## src/rtl/arbitro_vc_pkg.sv

```systemverilog
// Shared definitions for the VC arbiter: FSM state encoding and default
// word/counter geometry.
package arbitro_vc_pkg;

    typedef enum logic [1:0] {
        ST_INIT   = 2'd0,
        ST_IDLE   = 2'd1,
        ST_ACTIVE = 2'd2
    } arb_state_t;

    localparam int DATA_WIDTH_DEF = 6;
    localparam int DEST_BIT_DEF   = 4;
    localparam int CNT_WIDTH_DEF  = 5;

endpackage

```

## src/rtl/arbitro_vc.sv

```systemverilog
// Pops the VC0/VC1 transmit FIFOs under strict VC0 priority and routes each word
// to destination FIFO D0 or D1 according to its destination bit.
module arbitro_vc
    import arbitro_vc_pkg::*;
#(
    parameter int data_width = DATA_WIDTH_DEF,
    parameter int dest_bit   = DEST_BIT_DEF,
    parameter int cnt_width  = CNT_WIDTH_DEF
) (
    input  logic                  clk,
    input  logic                  reset,
    input  logic                  init,
    input  logic                  empty_VC0,
    input  logic                  empty_VC1,
    input  logic [data_width-1:0] data_arbitro_VC0,
    input  logic [data_width-1:0] data_arbitro_VC1,
    input  logic [data_width-1:0] data_out_VC0,
    input  logic [data_width-1:0] data_out_VC1,
    input  logic                  almost_full_D0,
    input  logic                  almost_full_D1,
    output logic                  pop_VC0,
    output logic                  pop_VC1,
    output logic                  push_D0,
    output logic                  push_D1,
    output logic [data_width-1:0] data_D0,
    output logic [data_width-1:0] data_D1,
    output logic [cnt_width-1:0]  cnt_D0,
    output logic [cnt_width-1:0]  cnt_D1,
    output logic                  idle
);

    localparam logic [cnt_width-1:0]  CNT_ONE   = {{(cnt_width-1){1'b0}}, 1'b1};
    localparam logic [cnt_width-1:0]  CNT_ZERO  = {cnt_width{1'b0}};
    localparam logic [data_width-1:0] DATA_ZERO = {data_width{1'b0}};

    arb_state_t            state_r;
    arb_state_t            state_next_s;
    logic                  hold0_r;
    logic                  hold1_r;
    logic                  sel_valid_r;
    logic                  sel_vc_r;
    logic                  run_s;
    logic                  blk0_s;
    logic                  blk1_s;
    logic [data_width-1:0] word_s;
    logic                  word_dest_s;
    logic                  unused_s;

    // Only the destination bit of each peek word matters here.
    assign unused_s = ^{data_arbitro_VC0, data_arbitro_VC1};

    // Head-of-line blocking and pop decision; a VC popped last cycle has a stale peek.
    always_comb begin
        run_s   = init & (state_r != ST_INIT);
        blk0_s  = 1'b0;
        blk1_s  = 1'b0;
        if (data_arbitro_VC0[dest_bit]) begin
            blk0_s = almost_full_D1;
        end else begin
            blk0_s = almost_full_D0;
        end
        if (data_arbitro_VC1[dest_bit]) begin
            blk1_s = almost_full_D1;
        end else begin
            blk1_s = almost_full_D0;
        end
        pop_VC0 = run_s & ~empty_VC0 & ~blk0_s & ~hold0_r;
        pop_VC1 = run_s & ~pop_VC0 & ~empty_VC1 & ~blk1_s & ~hold1_r;
    end

    // Next-state logic of the control FSM.
    always_comb begin
        state_next_s = state_r;
        case (state_r)
            ST_INIT: begin
                if (init) begin
                    state_next_s = ST_IDLE;
                end else begin
                    state_next_s = ST_INIT;
                end
            end
            ST_IDLE: begin
                if (!empty_VC0 || !empty_VC1) begin
                    state_next_s = ST_ACTIVE;
                end else begin
                    state_next_s = ST_IDLE;
                end
            end
            ST_ACTIVE: begin
                if (empty_VC0 && empty_VC1 && !pop_VC0 && !pop_VC1 &&
                    !sel_valid_r && !push_D0 && !push_D1) begin
                    state_next_s = ST_IDLE;
                end else begin
                    state_next_s = ST_ACTIVE;
                end
            end
            default: begin
                state_next_s = ST_INIT;
            end
        endcase
    end

    // Word returned by the FIFO popped last cycle.
    always_comb begin
        word_s = DATA_ZERO;
        if (sel_vc_r) begin
            word_s = data_out_VC1;
        end else begin
            word_s = data_out_VC0;
        end
        word_dest_s = word_s[dest_bit];
    end

    // State register, pop hold flags and the select stage of the pipeline.
    always_ff @(posedge clk or negedge reset) begin
        if (!reset) begin
            state_r     <= ST_INIT;
            hold0_r     <= 1'b0;
            hold1_r     <= 1'b0;
            sel_valid_r <= 1'b0;
            sel_vc_r    <= 1'b0;
        end else if (!init) begin
            state_r     <= ST_INIT;
            hold0_r     <= 1'b0;
            hold1_r     <= 1'b0;
            sel_valid_r <= 1'b0;
            sel_vc_r    <= 1'b0;
        end else begin
            state_r     <= state_next_s;
            hold0_r     <= pop_VC0;
            hold1_r     <= pop_VC1;
            sel_valid_r <= pop_VC0 | pop_VC1;
            sel_vc_r    <= pop_VC1;
        end
    end

    // Push stage: write the selected word into its destination and count it.
    always_ff @(posedge clk or negedge reset) begin
        if (!reset) begin
            push_D0 <= 1'b0;
            push_D1 <= 1'b0;
            data_D0 <= DATA_ZERO;
            data_D1 <= DATA_ZERO;
            cnt_D0  <= CNT_ZERO;
            cnt_D1  <= CNT_ZERO;
            idle    <= 1'b0;
        end else if (!init) begin
            push_D0 <= 1'b0;
            push_D1 <= 1'b0;
            data_D0 <= DATA_ZERO;
            data_D1 <= DATA_ZERO;
            cnt_D0  <= CNT_ZERO;
            cnt_D1  <= CNT_ZERO;
            idle    <= 1'b0;
        end else begin
            idle <= (state_next_s == ST_IDLE);
            if (sel_valid_r) begin
                if (word_dest_s) begin
                    push_D0 <= 1'b0;
                    push_D1 <= 1'b1;
                    data_D1 <= word_s;
                    cnt_D1  <= cnt_D1 + CNT_ONE;
                end else begin
                    push_D0 <= 1'b1;
                    push_D1 <= 1'b0;
                    data_D0 <= word_s;
                    cnt_D0  <= cnt_D0 + CNT_ONE;
                end
            end else begin
                push_D0 <= 1'b0;
                push_D1 <= 1'b0;
            end
        end
    end

endmodule

```

## config.mk

```make
export PLATFORM = sky130hd
export DESIGN_NAME = arbitro_vc
export DESIGN_NICKNAME = d
export VERILOG_FILES = /design/src/rtl/arbitro_vc_pkg.sv /design/src/rtl/arbitro_vc.sv
export SDC_FILE = /design/constraint.sdc
export NUM_CORES = 1
export LEC_CHECK = 0
export BUFFER_PORTS_ARGS = -buffer_cell sky130_fd_sc_hd__buf_2
export CAP_MARGIN = 30
export CORE_ASPECT_RATIO = 1.5
export CORE_MARGIN = 2
export CORE_UTILIZATION = 51
export DETAILED_ROUTE_END_ITERATION = 10
export GPL_ROUTABILITY_DRIVEN = 1
export GPL_TIMING_DRIVEN = 0
export PLACE_DENSITY = 0.94
export SYNTH_ARGS = -nofsm -noshare
export SYNTH_HDL_FRONTEND = slang
export SYNTH_SLANG_ARGS = --single-unit
```

## constraint.sdc

```tcl
create_clock -name clk -period 4 [get_ports clk]
set_input_delay 0.6 -clock clk [delete_from_list [all_inputs] [get_ports clk]]
set_output_delay 0.6 -clock clk [all_outputs]
set_load 0.01 [all_outputs]
```

==> impl_metrics.json, run 1 <==
{
  "avgViaCountPerCell": 5.27,
  "r2r_start": "sel_vc_r$_DFF_PN0_",
  "p_leak_nw": 0.990,
  "required_ns": 3.40,
  "synth-async-reset-ratio_pct": 100,
  "cts_resized": 0,
  "synthMuxAreaShare_pct": 17.8,
  "placementRows": 23,
  "hold_viol_final": 0,
  "totalPowerFinal_mw": 0.625,
  "cts-root-buf": "clkbuf_8",
  "synth_commonest_cells": "dfrtp_1 (29), nand2_1 (28), mux2i_1 (16)",
  "synth_top_area_share_pct": 50.7,
  "syn-num-nets": 168,
  "hp-class": "in2async",
  "arrival_ns": 1.68,
  "use_met3_pct": 7.81,
  "nFillCells": 210,
  "fin_setup_tns_ns": 0,
  "finClkSkew_ns": 0.00633,
  "coreArea_um2": 2680,
  "numCtsBuffers": 5,
  "cts_hold_buf": 0,
  "synthCells": 135,
  "pre_cts_ws_ns": 1.79,
  "drv_slew": 0,
  "top_usage_layer": "met2",
  "yosys_warnings": 0,
  "grt_pass1_vias": 1128,
  "fin_util_pct": 66.7,
  "critPathCaptureType": "output port",
  "dp_hpwl_um": 2300,
  "cts-htree-levels": 2,
  "startpoint_type": "input pin",
  "ff2ff_setup_slack_ns": 2.56,
  "clock_latency_ns": 0.28,
  "start_util_pct": 53.4,
  "grt_max_degree": 30,
  "finalCriticalPeriod_ns": 2.28,
  "syn_avg_cell_area_um2": 10.6,
  "antenna_found_initial": 0,
  "drt_iter0_drc": 17,
  "ir_drop_v": 0.000220,
  "cts_setup_buffers": 0,
  "drive_above_1_share_pct": 33.5,
  "vias": 1186,
  "whs_ns": 0.342,
  "status": "complete, no violations",
  "rsz0062_at_grt": "false",
  "cap_violations": 0,
  "portBuffers": 45,
  "syn_area_um2": 1430,
  "dpl.cell_count": 217,
  "synthSimpleGateAreaFrac_pct": 17.8,
  "die_w_um": 47.2,
  "ys_ff_latch": 29,
  "syn_to_final_growth_pct": 24.8,
  "n_antenna_cell": 0,
  "grt_usage_pct": 23.5,
  "synth_top_family_by_area": "simple AND/OR/NAND/NOR gates",
  "path_max_fanout": 10,
  "ys_seq_area_share_pct": 50.7,
  "tightest_slew_ns": 0.645,
  "wl_um": 3170,
  "powerDensity_nw_per_um2": 350,
  "synth_xor_area_share_pct": 0.612,
  "synth.most_common_cell": "dfrtp_1",
  "crit_type": "in2out",
  "yosys.area.top_type": "dfrtp_1",
  "final_cell_count_no_fill": 225,
  "fin_crit_sh_pct": 57.0,
  "pin_count": 58,
  "met1_usage_pct": 28.0,
  "r2r_cells": 4,
  "gp_routability_congestion": 0.757,
  "antenna_left": 0,
  "dieArea_um2": 3250,
  "cts.clk_slew.worst_paths_ns": 0.06,
  "wl_per_cell_um": 14.1,
  "drc": 0,
  "tritoncts": "done",
  "ys.flop_type": "dfrtp_1",
  "grt-ovfl-total": 0,
  "drt_first_pass_iters": 4,
  "worst_slew_margin_rel_pct": 57.0,
  "synth-edff-count": 0,
  "nets": 220,
  "final.setup.worst_slack_ns": 1.72,
  "met2_usage_pct": 36.3,
  "synth_compound_area_share_pct": 8.05,
  "timing.rr.end": "data_D1[2]$_DFFE_PN0P_",
  "synth_area_leaders": "dfrtp_1 (51%), mux2i_1 (11%), nand2_1 (7.3%)",
  "finalSetupViolations": 0,
  "die_h_um": 68.9,
  "synthAdderAreaFrac_pct": 1.75,
  "cts_buffer_depth": 2,
  "fmax_mhz": 439,
  "cts_sinks": 29,
  "fin_area_um2": 1780,
  "yosysUniqueCellTypes": 31,
  "placed_cell_area_um2": 1700,
  "grt_pass1_wl_um": 5150
}
## how the worst max path moves through the flow
stage	end	from	cells past startpoint
3_5_place_dp	pop_VC1	init	4
4_1_cts	pop_VC1	init	4
2_1_floorplan	pop_VC1	init	3
6_report	pop_VC1	init	4
5_1_grt	pop_VC1	init	4
3_3_place_gp	pop_VC1	init	4
## worst max-delay path: stages
cell,delay (ns)
clkbuf_1,0.33
o21ai_0,0.32
nor3b_1,0.26
buf_2,0.16
## sequential cells by signal, indices dropped and copies added, names as in the netlist, 2 cells and up
register	flops
state_r	2
data_D1	6
data_D0	5
cnt_D1	5
cnt_D0	5
## metal layers
layer  vias to the layer above  routed length (um)  part of all wire [%]
met3                         6                 163                   5.1
met5                         -                   0                     0
li1                        574                   -                     -
met4                         0                  70                   2.2
met1                       563                1280                    40
met2                        43                1660                    52
## where the power goes
group          switching (mW)  internal [mW]
Sequential            0.00938          0.304
Combinational          0.0454         0.0354
Clock                   0.110          0.120
Total                   0.165          0.460
## cells by family (layout without fill, tap and decap cells)
family          count (synthesis)  in the layout
other cells                     1              1
compound gates                 18             18
simple gates                   53             53
buf+inv                         8             61
mux                            23             23
flops                          29             29
xor+xnor                        1              1
fa+ha+maj                       2              2
## layout make-up
type / instances / area (um2) / share of cell area (%)
Tap cell: 37 / 46.3 / 2.59
Inverter: 1 / 3.75 / 0.210
Sequential cell: 29 / 726 / 40.7
Multi-Input combinational cell: 98 / 662 / 37.1
Clock buffer: 6 / 72.6 / 4.07
Buffer: 7 / 38.8 / 2.17
Clock inverter: 2 / 10.0 / 0.561
Timing Repair Buffer: 45 / 225 / 12.6
## cells in the final DEF, fill, tap and decap left out, types with 2 or more instances in the layout
| cell | synthesis | final |
|---|---|---|
| buf_2 | 1 | 46 |
| dfrtp_1 | 29 | 29 |
| nand2_1 | 28 | 28 |
| mux2i_1 | 16 | 16 |
| o21ai_0 | 8 | 8 |
| clkbuf_1 | 4 | 5 |
| mux2_2 | 5 | 5 |
| or3_1 | 5 | 5 |
| clkbuf_8 | 0 | 5 |
| nor2_1 | 4 | 4 |
| and3_1 | 4 | 4 |
| a21boi_0 | 4 | 4 |
| nand4_1 | 4 | 4 |
| nor3b_1 | 2 | 2 |
| a21boi_1 | 2 | 2 |
| nand2b_1 | 2 | 2 |
| ha_1 | 2 | 2 |
| clkinv_2 | 0 | 2 |
(Power assumes the default switching activity.)
==> inputs of run 2 (changes only) <==
- CORE_UTILIZATION: 51 -> 47
- PLACE_DENSITY: 0.94 -> 0.88
- clock period: 4 -> 2.2 ns (I/O delays scaled with it)
==> run 2 against run 1 <==
Highest routed layer unchanged. Critical path depth decreased by 1. Critical endpoint unchanged. Register-to-register slack got worse by 1.8 ns. Final cell count up 0.44%. Wire length decreased by 1.0%. Design area is 0.35% higher. Combinational power up 82%. Largest power group unchanged. Clock-buffer cell count increased by 1. Worst hold slack worse by 0.27 ns. Power grew 85%.
==> impl_metrics.json, run 2 (synthesis gave the netlist of run 1 again) <==
{
  "final_cell_mix": "buf_2 (46), dfrtp_1 (29), nand2_1 (28), mux2i_1 (16), o21ai_0 (8)",
  "cts_resized": 0,
  "grt_pass1_vias": 1188,
  "ff2ff_setup_slack_ns": 0.76,
  "fin_util_pct": 61.5,
  "cap_violations": 0,
  "path_max_fanout": 5,
  "status": "complete, no violations",
  "drt_first_pass_iters": 3,
  "drv_slew": 0,
  "wl_um": 3140,
  "fmax_mhz": 575,
  "critPathCaptureType": "output port",
  "placementRows": 24,
  "largest_reg_flops": 6,
  "crit_type": "reg2out",
  "hold_viol_final": 0,
  "nets": 220,
  "whs_ns": 0.0722,
  "n_antenna_cell": 0,
  "cts.clk_slew.worst_paths_ns": 0.06,
  "powerDensity_nw_per_um2": 647,
  "tightest_slew_ns": 0.647,
  "grt_usage_pct": 20.3,
  "ir_drop_v": 0.000488,
  "vias": 1183,
  "die_w_um": 49.0,
  "finalCriticalPeriod_ns": 1.74,
  "die_h_um": 71.6,
  "dieArea_um2": 3510,
  "rsz0062_at_grt": "false",
  "numCtsBuffers": 5,
  "cts_hold_buf": 0,
  "startpoint_type": "flip-flop",
  "syn_to_final_growth_pct": 25.2,
  "worst_slew_margin_rel_pct": 56.8,
  "arrival_ns": 1.41,
  "antenna_left": 0,
  "p_leak_nw": 0.989,
  "layout_commonest_cell": "buf_2",
  "hp-class": "in2async",
  "cts_setup_buffers": 0,
  "antenna_found_initial": 0,
  "drt_iter0_drc": 20,
  "totalPowerFinal_mw": 1.16,
  "tritoncts": "done",
  "required_ns": 1.87,
  "grt-ovfl-total": 0,
  "clock_latency_ns": 0.28,
  "start_util_pct": 49.1,
  "avgViaCountPerCell": 5.23,
  "wl_per_cell_um": 13.9,
  "coreArea_um2": 2910,
  "cts_sinks": 29,
  "grt_pass1_wl_um": 5430,
  "cts_buffer_depth": 2,
  "fin_setup_tns_ns": 0,
  "drc": 0,
  "drive_above_1_share_pct": 33.2,
  "portBuffers": 45,
  "gp_routability_congestion": 0.755,
  "multi_input_area_um2": 662,
  "finClkSkew_ns": 0.00303,
  "grt_max_degree": 30,
  "nFillCells": 259,
  "dp_hpwl_um": 2340,
  "largest-register": "data_D1",
  "pin_count": 58,
  "cts-htree-levels": 2,
  "finalSetupViolations": 0,
  "cts-root-buf": "clkbuf_8",
  "regArea_um2": 726,
  "fin_crit_sh_pct": 79.0
}
==> run 2: cell types whose count changed in the layout (fill, tap and decap cells not counted) <==
cell,previous run,this run
clkbuf_8,5,6
clkinv_2,2,0
==> run 2: power breakdown <==
group | internal, mW | total (mW) | leakage, nW | switching (mW)
registers | 0.554 | 0.570 | 0.400 | 0.0166
clock network | 0.247 | 0.441 | 0.0443 | 0.193
logic | 0.0643 | 0.147 | 0.545 | 0.0830
==> run 2: final cells by class <==
type	count	share of cell area [%]
sequential	29	40.5
timing repair buffer	45	12.6
clock buffer	7	4.82
buffer	7	2.17
inverter	1	0.210
multi-input combinational	98	37.0
tap	39	2.73
==> run 2: metrics by stage <==
stage	std cells	instance area [um2]	worst slack (ns)
floorplan	135	1430	0.717
global placement	219	1700	0.555
detailed placement	219	1700	0.540
CTS	226	1790	0.447
global route	226	1790	0.353
finish	226	1790	0.462
==> run 2: worst paths after layout <==
check / from / end / cells after the start
setup / recovery: state_r[0]$_DFF_PN0_ / pop_VC1 / 3
hold / removal: reset / data_D1[1]$_DFFE_PN0P_ / 1
setup reg to reg: sel_vc_r$_DFF_PN0_ / data_D1[1]$_DFFE_PN0P_ / 4
hold reg to reg: data_D1[4]$_DFFE_PN0P_ / data_D1[4]$_DFFE_PN0P_ / 1
max in group asynchronous: reset / state_r[1]$_DFF_PN0_ / 1
min in group clk: empty_VC1 / state_r[1]$_DFF_PN0_ / 4
==> run 2: per-layer routing <==
layer / vias to the layer above / GRT usage (%) / part of all wire, %
li1: 571 / - / -
met1: 563 / 24.1 / 40
met2: 42 / 33.9 / 52
met3: 7 / 6.04 / 5.3
met4: 0 / 9.21 / 2.0
met5: - / 0 / 0
==> run 2: critical path, stage by stage, from the launching register on <==
cell and delay, ns:
dfrtp_1 0.42, o21ai_0 0.44, nor3b_1 0.11, buf_2 0.16
==> inputs of run 3 (changes only) <==
- ABC_AREA: default -> 1
- CORE_UTILIZATION: 47 -> 48
- PLACE_DENSITY: 0.88 -> 0.89
- clock period: 2.2 -> 1.6 ns (I/O delays scaled with it)
==> run 3 against run 2 <==
Sequential share of layout area fell by 2.8 points. Utilization grew 4.6 points. Design area is 7.5% higher. Global-route usage decreased by 0.39 points. Clock skew rose by 0.0077 ns. Setup slack lost 0.40 ns. Clock power grew 48%. Critical endpoint unchanged. Synthesized cell count is 36% higher. Highest routed layer unchanged.
==> impl_metrics.json, run 3 <==
{
  "hold_viol_final": 0,
  "synth_xor_area_share_pct": 2.37,
  "path_max_fanout": 2,
  "switchingPower_mw": 0.496,
  "fin_crit_sh_pct": 96.2,
  "synth_compound_area_share_pct": 6.36,
  "r2r_start": "sel_vc_r$_DFF_PN0_",
  "largest_reg_flops": 6,
  "coreArea_um2": 2910,
  "gp_routability_congestion": 0.790,
  "synth_area_leaders": "dfrtp_1 (49%), nand2_1 (14%), nand3_1 (7.1%)",
  "nFillCells": 240,
  "fin_util_pct": 66.1,
  "syn_avg_cell_area_um2": 8.02,
  "drt_first_pass_iters": 4,
  "synth_commonest_cells": "nand2_1 (56), dfrtp_1 (29), inv_1 (21), nand3_1 (21), nor2_1 (13)",
  "cts.clk_slew.worst_paths_ns": 0.05,
  "arrival_ns": 1.30,
  "intPower_mw": 1.31,
  "die_w_um": 49.3,
  "synth-edff-count": 0,
  "layout_commonest_cell": "nand2_1",
  "finClkSkew_ns": 0.0107,
  "cp_cell_sequence": "buf_6 -> nor2_4 -> nand2_2 -> a21oi_2 -> nand3_2 -> inv_2 -> buf_6",
  "start_util_pct": 50.7,
  "cts-htree-levels": 2,
  "grt-ovfl-total": 0,
  "ys_seq_area_share_pct": 49.2,
  "cts_buffer_depth": 2,
  "cp_common_cell": "buf_6",
  "placementRows": 24,
  "crit_end": "pop_VC1",
  "finalCriticalPeriod_ns": 1.54,
  "p_leak_nw": 1.12,
  "synth.most_common_cell": "nand2_1",
  "synthSimpleGateAreaFrac_pct": 30.8,
  "fmax_mhz": 649,
  "ys.flop_type": "dfrtp_1",
  "status": "complete, no violations",
  "powerDensity_nw_per_um2": 937,
  "die_h_um": 71.9,
  "ff2ff_setup_slack_ns": 0.22,
  "hp-class": "in2reg",
  "drv_slew": 0,
  "critPathLaunch": "sel_vc_r$_DFF_PN0_",
  "grt_pass1_vias": 1318,
  "drc": 0,
  "drive_above_1_share_pct": 32.6,
  "dieArea_um2": 3540,
  "synth_top_area_share_pct": 49.2,
  "syn_area_um2": 1480,
  "yosysUniqueCellTypes": 23,
  "critPathCaptureType": "output port",
  "grt_usage_pct": 19.9,
  "pin_count": 58,
  "cp_slowest_stage_delay_ns": 0.37,
  "clock_latency_ns": 0.29,
  "crit_type": "reg2out",
  "cts_sinks": 29,
  "synth_top_family_by_area": "simple AND/OR/NAND/NOR gates",
  "ys_ff_latch": 29,
  "required_ns": 1.36,
  "cap_violations": 0,
  "drt_iter0_drc": 21,
  "yosys.area.top_type": "dfrtp_1",
  "tritoncts": "done",
  "syn_to_final_growth_pct": 30.4,
  "fin_setup_tns_ns": 0,
  "wl_um": 3230,
  "synth-async-reset-ratio_pct": 100,
  "cts-root-buf": "clkbuf_8",
  "grt_pass1_wl_um": 5310,
  "swShare_pct": 27.5,
  "startpoint_type": "flip-flop",
  "vias": 1366,
  "avgViaCountPerCell": 4.86,
  "timing.rr.end": "cnt_D0[4]$_DFFE_PN0P_",
  "finalSetupViolations": 0,
  "synthAdderAreaFrac_pct": 1.69,
  "syn-num-nets": 217,
  "numCtsBuffers": 5,
  "wl_per_cell_um": 11.5,
  "synthMuxAreaShare_pct": 0,
  "r2r_cells": 9,
  "totalPowerFinal_mw": 1.81,
  "clkPwrFrac_pct": 36.2,
  "portBuffers": 46,
  "antenna_found_initial": 0,
  "seqPwrFrac_pct": 46.0,
  "multi_input_area_um2": 642,
  "whs_ns": 0.245,
  "grt_max_degree": 30,
  "antenna_left": 0,
  "nets": 274,
  "dp_hpwl_um": 2290,
  "tightest_slew_ns": 0.624,
  "slowest_stage": "dfrtp_1",
  "worst_slew_margin_rel_pct": 58.4,
  "ir_drop_v": 0.000727,
  "pwr-share-comb_pct": 17.9,
  "yosys_warnings": 0,
  "n_antenna_cell": 0,
  "final_cell_mix": "nand2_1 (55), buf_2 (46), dfrtp_1 (29), inv_1 (20), nand3_1 (20)",
  "synthCells": 184,
  "regArea_um2": 726,
  "largest-register": "data_D1"
}
run 3: layout make-up:
type | instances | share of cell area [%]
Buffer | 6 | 2.79
Clock buffer | 7 | 5.00
Clock inverter | 1 | 0.260
Inverter | 22 | 4.42
Multi-Input combinational cell | 127 | 33.3
Sequential cell | 29 | 37.7
Tap cell | 39 | 2.53
Timing Repair Buffer | 50 | 14.0
run 3: cells by family after synthesis:
| family | Yosys count |
|---|---|
| xor gates and xnor gates | 4 |
| and+or+nand+nor | 102 |
| AOI/OAI and AO/OA | 18 |
| buffers and inverters | 28 |
| DFF | 29 |
| other | 1 |
| adders and majority gates | 2 |
run 3: per-layer routing:
layer  wire length, um  up-vias  track usage [%]
met5                 0        -                0
met4                84        0             12.7
met3               148        9             4.53
met2              1690       38             34.5
met1              1310      625             21.7
li1                  -      694                -
run 3: power by group through the flow:
stage	clock, mW	sequential, mW	combinational (mW)
after global placement	0	0.840	0.293
after global routing	0.702	0.837	0.362
after floorplan	0	0.861	0.153
after CTS	0.668	0.829	0.306
final	0.653	0.830	0.323
after detailed placement	0	0.841	0.300
run 3: how the worst min path moves through the flow:
stage                   start                    end  slack (ns)  cells after the start
6_report       almost_full_D0  sel_valid_r$_DFF_PN0_        0.24                      4
4_1_cts        almost_full_D0  sel_valid_r$_DFF_PN0_        0.23                      4
3_3_place_gp            reset      hold0_r$_DFF_PN0_        0.29                      1
5_1_grt        almost_full_D0  sel_valid_r$_DFF_PN0_        0.25                      4
2_1_floorplan           reset  cnt_D0[0]$_DFFE_PN0P_       -0.06                      0
3_5_place_dp            reset      hold0_r$_DFF_PN0_        0.29                      1
run 3: critical path, delay by kind of cell, from the launching register on:
kind	cells	cell delay [ns]
DFF	1	0.37
buffers and inverters	3	0.27
and+or+nand+nor	3	0.24
AOI/OAI and AO/OA	1	0.14
run 3: stage by stage:
step	worst slack [ns]	cell area [um2]	cells
finish	0.0600	1930	281
global route	-0.000429	1930	281
CTS	0.0203	1880	279
detailed placement	0.272	1760	269
global placement	0.301	1760	269
floorplan	0.426	1480	184
run 3: repair_timing:
item,in CTS,in global routing
hold buffers,1,0
buffers inserted,1,2
gates resized for setup,1,8
setup endpoints to repair,1,2
hold endpoints to repair,29,0
pin swaps,1,2
